$ cat config.mk
export PLATFORM = sky130hd
export DESIGN_NAME = piso_serializer_flat
export DESIGN_NICKNAME = d
export VERILOG_FILES = /design/src/rtl/piso_pkg.sv /design/src/rtl/piso_serializer_if.sv /design/src/rtl/piso_shift_reg.sv /design/src/rtl/piso_serializer.sv /design/src/flat_wrapper.sv
export SDC_FILE = /design/constraint.sdc
export NUM_CORES = 1
export LEC_CHECK = 0
export BUFFER_PORTS_ARGS = -buffer_cell sky130_fd_sc_hd__buf_2
export CAP_MARGIN = 20
export CORE_AREA = 5 5 42 44
export DETAILED_ROUTE_END_ITERATION = 10
export DIE_AREA = 0 0 47 49
export PLACE_DENSITY = 0.65
export SYNTH_ARGS = -nofsm -noshare
export SYNTH_HDL_FRONTEND = slang
export SYNTH_SLANG_ARGS = --single-unit
$ cat constraint.sdc
create_clock -name clk -period 0.9 [get_ports clk]
set_input_delay 0.135 -clock clk [delete_from_list [all_inputs] [get_ports clk]]
set_output_delay 0.135 -clock clk [all_outputs]
set_load 0.05 [all_outputs]
$ cat src/rtl/piso_pkg.sv
// Shared types and sizing helpers for the parallel-in serial-out transmitter.
// Defining PISO_PARITY_EN appends one even-parity bit to every frame.
package piso_pkg;

    typedef enum logic {StIdle, StShift} state_e;

`ifdef PISO_PARITY_EN
    localparam int unsigned PARITY_BITS = 1;
`else
    localparam int unsigned PARITY_BITS = 0;
`endif

    function automatic int unsigned frame_len(input int unsigned width);
        return width + PARITY_BITS;
    endfunction

    // Wide enough for the bit index of a frame including the optional parity bit.
    function automatic int unsigned cnt_width(input int unsigned width);
        return $clog2(width + 2);
    endfunction

endpackage

$ cat src/rtl/piso_serializer_if.sv
// Load handshake and serial output bundle of piso_serializer.
// master = word source / observer, slave = the serializer.
interface piso_serializer_if #(
    parameter int unsigned WIDTH = 4
) ();
    logic [WIDTH-1:0] din;
    logic             load_valid;
    logic             load_ready;
    logic             sout;
    logic             sout_valid;
    logic             frame_start;
    logic             busy;
    logic             done;

    modport master (
        output din, load_valid,
        input  load_ready, sout, sout_valid, frame_start, busy, done
    );

    modport slave (
        input  din, load_valid,
        output load_ready, sout, sout_valid, frame_start, busy, done
    );
endinterface

$ cat src/rtl/piso_shift_reg.sv
// Loadable shift register that presents its next outgoing bit from a flop.
// Zeros shift in behind the data, so the output drops to 0 once a frame is exhausted.
module piso_shift_reg #(
    parameter int unsigned LEN       = 4,
    parameter bit          MSB_FIRST = 1'b1
) (
    input  logic           clk,
    input  logic           rst,
    input  logic           load,
    input  logic           shift,
    input  logic [LEN-1:0] data,
    output logic           out_bit
);
    logic [LEN-1:0] shift_q;

    always_ff @(posedge clk) begin
        if (rst) begin
            shift_q <= '0;
        end else if (load) begin
            shift_q <= data;
        end else if (shift) begin
            if (MSB_FIRST) shift_q <= {shift_q[LEN-2:0], 1'b0};
            else           shift_q <= {1'b0, shift_q[LEN-1:1]};
        end
    end

    assign out_bit = MSB_FIRST ? shift_q[LEN-1] : shift_q[0];

endmodule

$ cat src/rtl/piso_serializer.sv
// Parallel-in serial-out transmitter with valid/ready load and framing strobes.
// Optional even-parity bit per frame when PISO_PARITY_EN is defined.
module piso_serializer
    import piso_pkg::*;
#(
    parameter int unsigned WIDTH     = 4,
    parameter bit          MSB_FIRST = 1'b1
) (
    input  logic              clk,
    input  logic              rst,
    piso_serializer_if.slave  bus
);
    localparam int unsigned    FRAME_LEN = frame_len(WIDTH);
    localparam int unsigned    CW        = cnt_width(WIDTH);
    localparam logic [CW-1:0]  LAST_IDX  = CW'(FRAME_LEN - 1);

    state_e                 state_q;
    logic [CW-1:0]          cnt_q;
    logic                   valid_q;
    logic                   start_q;
    logic                   done_q;
    logic                   ready;
    logic                   accept;
    logic                   shift;
    logic                   sout_bit;
    logic [FRAME_LEN-1:0]   frame_word;

`ifdef PISO_PARITY_EN
    // Parity sits at the end of the shift order so it leaves after the last data bit.
    assign frame_word = MSB_FIRST ? {bus.din, ^bus.din} : {^bus.din, bus.din};
`else
    assign frame_word = bus.din;
`endif

    // The last-bit cycle also accepts, which is what makes frames back-to-back.
    assign ready  = (state_q == StIdle) || done_q;
    assign accept = bus.load_valid && ready;
    assign shift  = (state_q == StShift) && !accept;

    always_ff @(posedge clk) begin
        if (rst) begin
            state_q <= StIdle;
            cnt_q   <= '0;
            valid_q <= 1'b0;
            start_q <= 1'b0;
            done_q  <= 1'b0;
        end else if (accept) begin
            state_q <= StShift;
            cnt_q   <= '0;
            valid_q <= 1'b1;
            start_q <= 1'b1;
            done_q  <= 1'b0;
        end else if (state_q == StShift) begin
            start_q <= 1'b0;
            if (done_q) begin
                state_q <= StIdle;
                cnt_q   <= '0;
                valid_q <= 1'b0;
                done_q  <= 1'b0;
            end else begin
                cnt_q   <= cnt_q + CW'(1);
                done_q  <= (cnt_q + CW'(1)) == LAST_IDX;
            end
        end else begin
            cnt_q   <= '0;
            valid_q <= 1'b0;
            start_q <= 1'b0;
            done_q  <= 1'b0;
        end
    end

    piso_shift_reg #(
        .LEN       (FRAME_LEN),
        .MSB_FIRST (MSB_FIRST)
    ) u_shift_reg (
        .clk     (clk),
        .rst     (rst),
        .load    (accept),
        .shift   (shift),
        .data    (frame_word),
        .out_bit (sout_bit)
    );

    assign bus.load_ready  = ready;
    assign bus.sout        = sout_bit;
    assign bus.sout_valid  = valid_q;
    assign bus.busy        = valid_q;
    assign bus.frame_start = start_q;
    assign bus.done        = done_q;

endmodule

$ cat src/flat_wrapper.sv
// flat-port wrapper written by rule: the top's interface ports become plain ports
module piso_serializer_flat import piso_pkg::*;
#(
    parameter int unsigned WIDTH     = 4,
    parameter bit          MSB_FIRST = 1'b1
)
  (clk, rst, bus_din, bus_load_valid, bus_load_ready, bus_sout, bus_sout_valid, bus_frame_start, bus_busy, bus_done);
  piso_serializer_if #(.WIDTH(WIDTH)) bus_i ();
  input  logic clk;
  input  logic rst;
  input wire logic [$bits(bus_i.din)-1:0] bus_din;
  input wire logic [$bits(bus_i.load_valid)-1:0] bus_load_valid;
  output wire logic [$bits(bus_i.load_ready)-1:0] bus_load_ready;
  output wire logic [$bits(bus_i.sout)-1:0] bus_sout;
  output wire logic [$bits(bus_i.sout_valid)-1:0] bus_sout_valid;
  output wire logic [$bits(bus_i.frame_start)-1:0] bus_frame_start;
  output wire logic [$bits(bus_i.busy)-1:0] bus_busy;
  output wire logic [$bits(bus_i.done)-1:0] bus_done;
  assign bus_i.din = bus_din;
  assign bus_i.load_valid = bus_load_valid;
  assign bus_load_ready = bus_i.load_ready;
  assign bus_sout = bus_i.sout;
  assign bus_sout_valid = bus_i.sout_valid;
  assign bus_frame_start = bus_i.frame_start;
  assign bus_busy = bus_i.busy;
  assign bus_done = bus_i.done;
  piso_serializer #(.WIDTH(WIDTH), .MSB_FIRST(MSB_FIRST)) u_core (.clk(clk), .rst(rst), .bus(bus_i));
endmodule
==> impl_summary.txt <==
----------------------------------------------------
[Outcome]
  Result of the run ... complete, but fails checks
  Violations in the final reports ... setup timing

[Finish]
  Non-filler cells, final ... 78
  Count of filler cells inserted in the layout ... between 100 and 150
  Fraction of final layout cells sized beyond drive strength 1 ... 0.661
  Nets@finish ... slightly above 70
  Area growth from synthesis to final layout ... 51.3%
  Final core utilization ... 0.516
  Antenna cells ... 0

[Power and ir drop]
  Leak ... between 0.2 and 0.3 nW
  Pwr dens ... about 1500 nW/um^2
  Maximum resistive drop on vdd ... around 0.77 mV
  Power after layout ... between 1 and 1.5 mW

[Clock tree]
  Clock tree from TritonCTS ... yes
  Clock insertion delay at the later pin of the skew report ... around 270 ps
  H-tree depth ... 1
  Inserted Clock Buffers ... 3
  Number of sinks handled by clock tree synthesis ... 11
  Cell at the root of the clock tree ... clkbuf_4
  Number of hold-repair buffers added at the cts stage ... 0
  Clock transition at path regs ... 70 ps
  Buffer levels on the longest clock path ... 2

[Synth]
  Mean area per synthesized cell ... around 11 sq um
  Synth warn ... 0
  Cell area after synthesis ... around 480 sq um
  Number of instances in the synthesized netlist ... between 40 and 50
  Post-synthesis register bit count ... 11
  Netlist cell types ... 19
  Total nets after synthesis ... 53
  Sequential-to-total area share from yosys stat ... 0.461

[Die]
  Die extent in y ... just under 50 um
  Std-Cell Rows ... 14
  Core region area ... 1400 sq um
  I/O pin cnt ... 13
  Initial core utilization ... 0.341
  Die outline area ... 2300 sq um
  Width of the die ... 47 um

[Route]
  Vias after detailed routing ... between 300 and 400
  Initial detailed-routing violation count ... 1
  Post-DRT Antenna Nets ... 0
  DR WL/cell ... 12.9 um
  Number of iterations in the first detailed-routing pass ... 3
  Residual DRC ... 0
  Total Routed Length ... 1000 um
  DR vias/cell ... 4.77

[Timing]
  Clock Skews ... ~1.3 ps
  Setup repair after global routing missed its margin ... yes
  Total of endpoints with negative setup slack in the final report ... 11
  Number of pins exceeding their max-slew limit in the final report ... 0
  Peak Freq ... about 900 MHz
  Actual transition at the worst max-transition pin ... 280 ps
  Post-route fraction of the period consumed by the critical path ... 1.24
  Worst hold-check slack ... between 150 and 200 ps
  Headroom to the max-slew limit ... 0.813
  Final min period ... roughly 1100 ps
  Worst-case setup margin in the final layout ... -213 ps
  Total count of hold-check failures in the final report ... 0

[Worst setup path]
  Reg-to-reg setup timing slack ... -150 ps
  Category of the worst setup path launch point ... register
  Class of the most critical setup path ... reg -> out
  Critical Path End Type ... output pin
  Max FO, Critical Path ... 3
  WP data arrival ... around 1000 ps
  Data required, critical path ... about 760 ps

[Placement]
  Setup WS pre-CTS ... -104 ps
  # port buffers ... 12
  Placer's final routability congestion estimate ... 0.619
  Detail Placement HPWL ... roughly 630 um
  Cell count after placement ... between 70 and 80

[Global route]
  Number of global-route vias before repair ... approximately 360
  Largest net degree at the start of global routing ... 12
  Overall global routing resource usage ... 0.0920
  Number of antenna violations at the first check in global routing ... 0
  First-pass GRT wire length ... 1500 um
  Leftover overflow at the end of global routing ... 0

[Job]
  Max-capacitance violation count ... 0

[Hold path]
  Worst min-delay path category ... in -> reg

----------------------------------------------------
## power breakdown
group          internal (mW)  leakage, nW  switching (mW)
logic                  0.106        0.179           0.137
clock network          0.172       0.0150           0.166
registers              0.510       0.0934          0.0198
## cell usage after synthesis, drive strengths merged
| cell type | n | area [sq um] |
|---|---|---|
| a21oi | 1 | 5.00 |
| buf | 2 | 18.8 |
| nand2 | 3 | 18.8 |
| nor3 | 4 | 20.0 |
| xnor2 | 1 | 8.76 |
| o21a | 1 | 7.51 |
| mux2i | 4 | 40.0 |
| nor2 | 4 | 15.0 |
| nor2b | 4 | 32.5 |
| inv | 2 | 12.5 |
| ha | 2 | 25.0 |
| a221oi | 3 | 45.0 |
| dfxtp | 11 | 220 |
| clkbuf | 1 | 3.75 |
| nand3 | 1 | 5.00 |
## layer usage
| metal | global-route usage | up-vias | share of wire |
|---|---|---|---|
| li1 | - | 186 | - |
| met1 | 0.118 | 172 | 0.37 |
| met4 | 0.0691 | 0 | 0.036 |
| met2 | 0.127 | 9 | 0.53 |
| met5 | 0 | - | 0 |
| met3 | 0.0221 | 5 | 0.057 |
## per-stage QoR
step | setup TNS, ps | area, sq um
3_5_place_dp | -264 | 572
6_report | -1090 | 723
2_1_floorplan | -765 | 492
4_1_cts | -1160 | 699
5_1_grt | -1650 | 723
3_3_place_gp | -88.1 | 572
## worst paths after layout
path | from | end | cells past startpoint
worst max register to register | u_core.state_q | u_core.u_shift_reg.shift_q[3] | 5
worst min register to register | u_core.cnt_q[0] | u_core.cnt_q[0] | 1
worst min-delay path | bus_din[3] | u_core.u_shift_reg.shift_q[3] | 3
worst max-delay path | u_core.state_q | bus_load_ready | 3
## layout by cell type (no fill, tap or decap), drive strengths merged
cell type	n
a21oi	1
a221oi	3
buf	17
clkbuf	4
dfxtp	11
ha	2
inv	2
mux2i	4
nand2	3
nand3	1
nor2	4
nor2b	4
nor3	4
o21a	1
xnor2	1
## sequential cells by signal, summed over array words and instances, names as in the netlist
register / flops
u_core.bus.done: 1
u_core.state_q: 1
u_core.u_shift_reg.shift_q: 4
u_core.cnt_q: 3
u_core.bus.busy: 1
u_core.bus.frame_start: 1
## repair_timing
action / CTS / global route
resized for setup: 23 / 7
setup buffers: 3 / 0
pin swaps: 3 / 2
endpoints found under the setup margin: 13 / 16
## worst max-delay path: stages, from the launching register on
cell     delay, ps
dfxtp_2        330
nor2b_4        200
inv_8           40
buf_8          140
## layout make-up
class | instances | area (sq um) | area share
Inverter | 2 | 15.0 | 0.0208
Clock buffer | 4 | 26.3 | 0.0363
Multi-Input combinational cell | 28 | 280 | 0.388
Sequential cell | 11 | 235 | 0.325
Timing Repair Buffer | 17 | 146 | 0.202
Tap cell | 16 | 20.0 | 0.0277
## kinds of logic after synthesis
kind of cell | count (synthesis) | share of synthesized area
multiplexers | 4 | 0.0838
adder cells (fa/ha/maj) | 2 | 0.0523
flip-flops | 11 | 0.461
AND/OR/NAND/NOR | 16 | 0.191
XOR/XNOR | 1 | 0.0183
buffers and inverters | 5 | 0.0733
AO/OA/AOI/OAI | 5 | 0.120
Power figures use the tool's default switching activity.
